$ cat config.mk
export PLATFORM = sky130hd
export DESIGN_NAME = fifo_rd_arbiter_flat
export DESIGN_NICKNAME = d
export VERILOG_FILES = /design/src/rtl/fifo_rd_arbiter_if.sv /design/src/rtl/fifo_rd_arbiter.sv /design/src/flat_wrapper.sv
export SDC_FILE = /design/constraint.sdc
export NUM_CORES = 1
export LEC_CHECK = 0
export ABC_CLOCK_PERIOD_IN_PS = 3800
export BUFFER_PORTS_ARGS = -buffer_cell sky130_fd_sc_hd__clkbuf_2
export CORE_MARGIN = 8
export CORE_UTILIZATION = 45
export CTS_CLUSTER_SIZE = 10
export DETAILED_ROUTE_END_ITERATION = 6
export PLACE_DENSITY = 0.83
export SKIP_CTS_REPAIR_TIMING = 1
export SLEW_MARGIN = 20
export SYNTH_ARGS = -nofsm -noshare
export SYNTH_HDL_FRONTEND = slang
export SYNTH_SLANG_ARGS = --single-unit
$ cat constraint.sdc
create_clock -name r_clk -period 3.8 [get_ports r_clk]
set_input_delay 0.76 -clock r_clk [delete_from_list [all_inputs] [get_ports r_clk]]
set_output_delay 0.76 -clock r_clk [all_outputs]
set_load 0.05 [all_outputs]
$ cat src/rtl/fifo_rd_arbiter_if.sv
// Read-side bundle between the async FIFO read domain, the round-robin arbiter and its consumers.
interface fifo_rd_arbiter_if #(
    parameter int unsigned NUM_REQ    = 4,
    parameter int unsigned DATA_WIDTH = 8
);
    localparam int unsigned IdW = $clog2(NUM_REQ);

    logic                  rempty;
    logic [DATA_WIDTH-1:0] rdata;
    logic                  rinc;
    logic [NUM_REQ-1:0]    req;
    logic [NUM_REQ-1:0]    gnt;
    logic [DATA_WIDTH-1:0] dout;
    logic                  dout_valid;
    logic [IdW-1:0]        dout_id;
    logic                  busy;

    modport master (
        input  rempty, rdata, req,
        output rinc, gnt, dout, dout_valid, dout_id, busy
    );

    modport slave (
        output rempty, rdata, req,
        input  rinc, gnt, dout, dout_valid, dout_id, busy
    );
endinterface

$ cat src/rtl/fifo_rd_arbiter.sv
// Round-robin arbiter sharing the async FIFO read port among NUM_REQ consumers in bursts.
// Optional empty-wait grant release is enabled by defining RD_ARB_TIMEOUT_EN.
module fifo_rd_arbiter #(
    parameter int unsigned NUM_REQ        = 4,
    parameter int unsigned DATA_WIDTH     = 8,
    parameter int unsigned BURST_LEN      = 4,
    parameter int unsigned TIMEOUT_CYCLES = 8
) (
    input logic                r_clk,
    input logic                r_rst,
    fifo_rd_arbiter_if.master  bus
);
    localparam int unsigned IdW  = $clog2(NUM_REQ);
    localparam int unsigned CntW = $clog2(BURST_LEN + 1);

    if (NUM_REQ < 2 || NUM_REQ > 16 || BURST_LEN < 1 || BURST_LEN > 255 || TIMEOUT_CYCLES < 1)
    begin : g_bad_params
        $error("fifo_rd_arbiter: parameter out of range");
    end

    typedef enum logic {StIdle, StGrant} state_e;

    state_e                r_state, w_state_nxt;
    logic [NUM_REQ-1:0]    r_gnt, w_gnt_nxt;
    logic [IdW-1:0]        r_owner, w_owner_nxt;
    logic [IdW-1:0]        r_last_owner, w_last_owner_nxt;
    logic [CntW-1:0]       r_count, w_count_nxt;
    logic [DATA_WIDTH-1:0] r_dout;
    logic                  r_dout_valid;
    logic [IdW-1:0]        r_dout_id;

    logic           w_owner_req;
    logic           w_rinc;
    logic           w_burst_done;
    logic           w_timeout;
    logic           w_found;
    logic [IdW-1:0] w_sel;
    logic [IdW-1:0] w_idx;

    assign w_owner_req  = bus.req[r_owner];
    assign w_rinc       = (r_state == StGrant) && w_owner_req && !bus.rempty;
    assign w_burst_done = w_rinc && (r_count == CntW'(BURST_LEN - 1));

`ifdef RD_ARB_TIMEOUT_EN
    localparam int unsigned WaitW = $clog2(TIMEOUT_CYCLES + 1);

    logic [WaitW-1:0] r_wait, w_wait_nxt;

    // Counts only cycles where the owner is stalled on an empty FIFO; any pop or idle clears it.
    always_comb begin
        w_wait_nxt = '0;
        if (r_state == StGrant && w_owner_req && bus.rempty) begin
            w_wait_nxt = r_wait + 1'b1;
        end
    end

    assign w_timeout = (w_wait_nxt == WaitW'(TIMEOUT_CYCLES));

    always_ff @(posedge r_clk or posedge r_rst) begin
        if (r_rst) begin
            r_wait <= '0;
        end else begin
            r_wait <= w_wait_nxt;
        end
    end
`else
    assign w_timeout = 1'b0;
`endif

    // First asserted request scanning upward from the previous owner, with wrap-around.
    always_comb begin
        w_found = 1'b0;
        w_sel   = '0;
        w_idx   = '0;
        for (int unsigned i = 1; i <= NUM_REQ; i++) begin
            w_idx = IdW'((32'(r_last_owner) + i) % NUM_REQ);
            if (!w_found && bus.req[w_idx]) begin
                w_found = 1'b1;
                w_sel   = w_idx;
            end
        end
    end

    always_comb begin
        w_state_nxt      = r_state;
        w_gnt_nxt        = r_gnt;
        w_owner_nxt      = r_owner;
        w_last_owner_nxt = r_last_owner;
        w_count_nxt      = r_count;
        unique case (r_state)
            StIdle: begin
                if (w_found) begin
                    w_state_nxt        = StGrant;
                    w_gnt_nxt          = '0;
                    w_gnt_nxt[w_sel]   = 1'b1;
                    w_owner_nxt        = w_sel;
                    w_count_nxt        = '0;
                end
            end
            StGrant: begin
                if (w_rinc) begin
                    w_count_nxt = r_count + 1'b1;
                end
                if (w_burst_done || !w_owner_req || w_timeout) begin
                    w_state_nxt      = StIdle;
                    w_gnt_nxt        = '0;
                    w_last_owner_nxt = r_owner;
                end
            end
            default: w_state_nxt = StIdle;
        endcase
    end

    always_ff @(posedge r_clk or posedge r_rst) begin
        if (r_rst) begin
            r_state      <= StIdle;
            r_gnt        <= '0;
            r_owner      <= '0;
            r_last_owner <= IdW'(NUM_REQ - 1);
            r_count      <= '0;
            r_dout       <= '0;
            r_dout_valid <= 1'b0;
            r_dout_id    <= '0;
        end else begin
            r_state      <= w_state_nxt;
            r_gnt        <= w_gnt_nxt;
            r_owner      <= w_owner_nxt;
            r_last_owner <= w_last_owner_nxt;
            r_count      <= w_count_nxt;
            r_dout_valid <= w_rinc;
            if (w_rinc) begin
                r_dout    <= bus.rdata;
                r_dout_id <= r_owner;
            end
        end
    end

    assign bus.rinc       = w_rinc;
    assign bus.gnt        = r_gnt;
    assign bus.dout       = r_dout;
    assign bus.dout_valid = r_dout_valid;
    assign bus.dout_id    = r_dout_id;
    assign bus.busy       = (r_state == StGrant);
endmodule

$ cat src/flat_wrapper.sv
// flat-port wrapper written by rule: the top's interface ports become plain ports
module fifo_rd_arbiter_flat 
#(
    parameter int unsigned NUM_REQ        = 4,
    parameter int unsigned DATA_WIDTH     = 8,
    parameter int unsigned BURST_LEN      = 4,
    parameter int unsigned TIMEOUT_CYCLES = 8
)
  (r_clk, r_rst, bus_rempty, bus_rdata, bus_req, bus_rinc, bus_gnt, bus_dout, bus_dout_valid, bus_dout_id, bus_busy);
  fifo_rd_arbiter_if #(.NUM_REQ(NUM_REQ), .DATA_WIDTH(DATA_WIDTH)) bus_i ();
  input logic r_clk;
  input logic r_rst;
  input wire logic [$bits(bus_i.rempty)-1:0] bus_rempty;
  input wire logic [$bits(bus_i.rdata)-1:0] bus_rdata;
  input wire logic [$bits(bus_i.req)-1:0] bus_req;
  output wire logic [$bits(bus_i.rinc)-1:0] bus_rinc;
  output wire logic [$bits(bus_i.gnt)-1:0] bus_gnt;
  output wire logic [$bits(bus_i.dout)-1:0] bus_dout;
  output wire logic [$bits(bus_i.dout_valid)-1:0] bus_dout_valid;
  output wire logic [$bits(bus_i.dout_id)-1:0] bus_dout_id;
  output wire logic [$bits(bus_i.busy)-1:0] bus_busy;
  assign bus_i.rempty = bus_rempty;
  assign bus_i.rdata = bus_rdata;
  assign bus_i.req = bus_req;
  assign bus_rinc = bus_i.rinc;
  assign bus_gnt = bus_i.gnt;
  assign bus_dout = bus_i.dout;
  assign bus_dout_valid = bus_i.dout_valid;
  assign bus_dout_id = bus_i.dout_id;
  assign bus_busy = bus_i.busy;
  fifo_rd_arbiter #(.NUM_REQ(NUM_REQ), .DATA_WIDTH(DATA_WIDTH), .BURST_LEN(BURST_LEN), .TIMEOUT_CYCLES(TIMEOUT_CYCLES)) u_core (.r_clk(r_clk), .r_rst(r_rst), .bus(bus_i));
endmodule
==> results.cfg <==
[outcome]
status = finished clean

[sta]
fin_crit_sh_pct = 73.4
final_max_slew_viol_count = 0
setup_viol = 0
layout_setup_ws_ps = 1010
slew_headroom_pct = 44.8
tightest_slew_ps = 827
fin_skew_ps = 8.75
fmax_mhz = 358
fin_crit_ps = 2790
tns_ps = 0
hold_violations = 0
rsz0062_at_grt = false

[worst_setup_path]
crit_required_ps = 3040
worstPathMaxFanout = 16
startpoint_type = flip-flop
cp_data_arrival_time_ps = 2030
cp_cell_sequence = mux4_2, nand2b_1, buf_4, inv_1, clkbuf_2
worstSetupPathType = reg -> out
crit_slowest_cell = mux4_2
critPathTopFamily = multiplexers
cp_num_buf_inv = 3
max_stage_delay_ps = 560
cp-end-kind = primary output

[yosys]
syn_inst = 94
synth_cell_types = 33
synth_top_area_cell = dfrtp_1
synthArstFlopShare_pct = 100
synth_top_family_by_area = multiplexers
ys_seq_elements = 23
synth_area_leaders = dfrtp_1 47%, mux2_2 6.0%, dfstp_2 4.7%, mux2_4 4.0%, mux2i_1 2.7%
synthesis.nets = 111
synth_area_um2 = 1120
synth_edf_count = 0
synth.most_common_cell = dfrtp_1
synth_xor_area_share_pct = 0
yosysWarnings = 0
yosysTopAreaCellShare_pct = 47.0
ys_seq_area_share_pct = 51.7
synthSimpleGateAreaFrac_pct = 10.4
synth_mux_area_share_pct = 16.8
synth_compound_area_share_pct = 11.3
ys_top_cells_by_count = 21 x dfrtp_1, 8 x inv_1, 6 x mux2_2
synthFlopType = dfrtp_1
synth-adder-area-share_pct = 2.24
syn_avg_cell_area_um2 = 11.9

[drt]
drcViolationCount = 0
wl_per_cell_um = 14.5
routed_via_density = 5.09
totalWireLength_um = 2250
dr.first_iter.drc_count = 25
vias = 789
antenna_left = 0
drt_first_pass_iters = 4

[layout]
diodes = 0
drive_gt1_share_pct = 40.0
fin_nets = 143
nFillCells = 207
area_growth_pct = 15.4

[place]
pre_cts_slack_ps = 1020
place.gp.congestion = 0.794
port_buffers = 31
dp_hpwl_um = 1750

[global_routing]
grt_pass1_wl_um = 3750
grtUsageTotal_pct = 11.0
grt_max_degree = 24
grt_overflow = 0
antenna_found_initial = 0
grt_pass1_vias = 874

[floorplan]
fp.dieW_um = 65.9
ios = 32
dieArea_um2 = 4340
die_h_um = 65.9
core_um2 = 2410
start_util_pct = 46.4
std_cell_rows = 18

[clocking]
cts_max_path_buffers = 2
clk_pin_slew_ps = 130
cts_tree = yes
clock_latency_ps = 320
htree_levels = 1
clock_sinks = 23
cts_root_buf = clkbuf_4
numCtsBuffers = 3

[flow_run]
drv_cap = 0

[power_and_ir_drop]
max-vdd-ir-drop_uv = 548
power_leakage_nw = 0.640
p_per_area_nw_per_um2 = 954

[hold_path]
min_path_type = reg -> reg
==> kinds of logic (layout without fill, tap and decap cells) <==
group	after synthesis	count (layout)
adders and majority gates	2	2
DFF	23	23
buffers and inverters	13	44
muxes	15	15
and+or+nand+nor	23	23
AOI/OAI and AO/OA	18	18
==> through the flow <==
step,util (%),power (W),cell area [um^2],hold WS [ps],std cells
after floorplan,-,0.00101,1120,468,94
final,53.6,0.00123,1290,515,155
after global placement,52.4,0.00110,1260,480,151
after global routing,53.6,0.00130,1290,537,155
after detailed placement,52.4,0.00113,1260,494,151
after CTS,53.6,0.00124,1290,523,155
==> where the power goes <==
group / internal [W] / switching, W / total, W
Clock: 0.0000395 / 0.0000741 / 0.000114
Combinational: 0.000218 / 0.000458 / 0.000676
Sequential: 0.000359 / 0.0000826 / 0.000442
Total: 0.000617 / 0.000615 / 0.00123
==> final cells by class <==
type	count	area (um^2)	area share, %
Timing Repair Buffer	32	163	12.6
Clock inverter	1	5.00	0.388
Inverter	8	30.0	2.33
Sequential cell	23	578	44.8
Clock buffer	3	22.5	1.74
Tap cell	30	37.5	2.91
Multi-Input combinational cell	58	455	35.3
==> cells in the final DEF, fill, tap and decap left out, types with 4 or more instances in the layout <==
cell type  netlist  final
clkbuf_2         1     31
dfrtp_1         21     21
inv_1            8      8
mux2_2           6      6
nor2_1           5      5
nand2_1          5      5
o21ai_0          5      5
nand2b_1         4      4
==> state kept, by name, summed over array words and instances (netlist names) <==
name and flops:
u_core.r_owner 2, u_core.bus.gnt 4, u_core.bus.dout_valid 1, u_core.r_count 3
u_core.r_last_owner 2, u_core.bus.busy 1, u_core.bus.dout 8, u_core.bus.dout_id 2
==> path summary, 6_finish.rpt <==
check	start	end	slack [ps]	depth (start not counted)
max	u_core.r_owner[1]$_DFFE_PP0P_	bus_rinc	1010	5
max reg2reg	u_core.r_owner[1]$_DFFE_PP0P_	u_core.bus.dout[5]$_DFFE_PP0P_	1940	4
min	u_core.bus.dout[1]$_DFFE_PP0P_	u_core.bus.dout[1]$_DFFE_PP0P_	510	1
min reg2reg	u_core.bus.dout[1]$_DFFE_PP0P_	u_core.bus.dout[1]$_DFFE_PP0P_	510	1
min in group asynchronous	r_rst	u_core.r_count[0]$_DFFE_PP0P_	560	2
max in group asynchronous	r_rst	u_core.bus.gnt[1]$_DFFE_PP0P_	2720	2
==> routing by layer <==
| layer | routed length, um | vias up | share of wire (%) | GRT usage (%) |
|---|---|---|---|---|
| met5 | 0 | - | 0 | 0 |
| met4 | 48 | 0 | 2.1 | 5.72 |
| met3 | 112 | 5 | 5.0 | 2.88 |
| met2 | 1170 | 18 | 52 | 19.1 |
| met1 | 919 | 374 | 41 | 11.9 |
| li1 | - | 392 | - | - |
(Power assumes the default switching activity.)
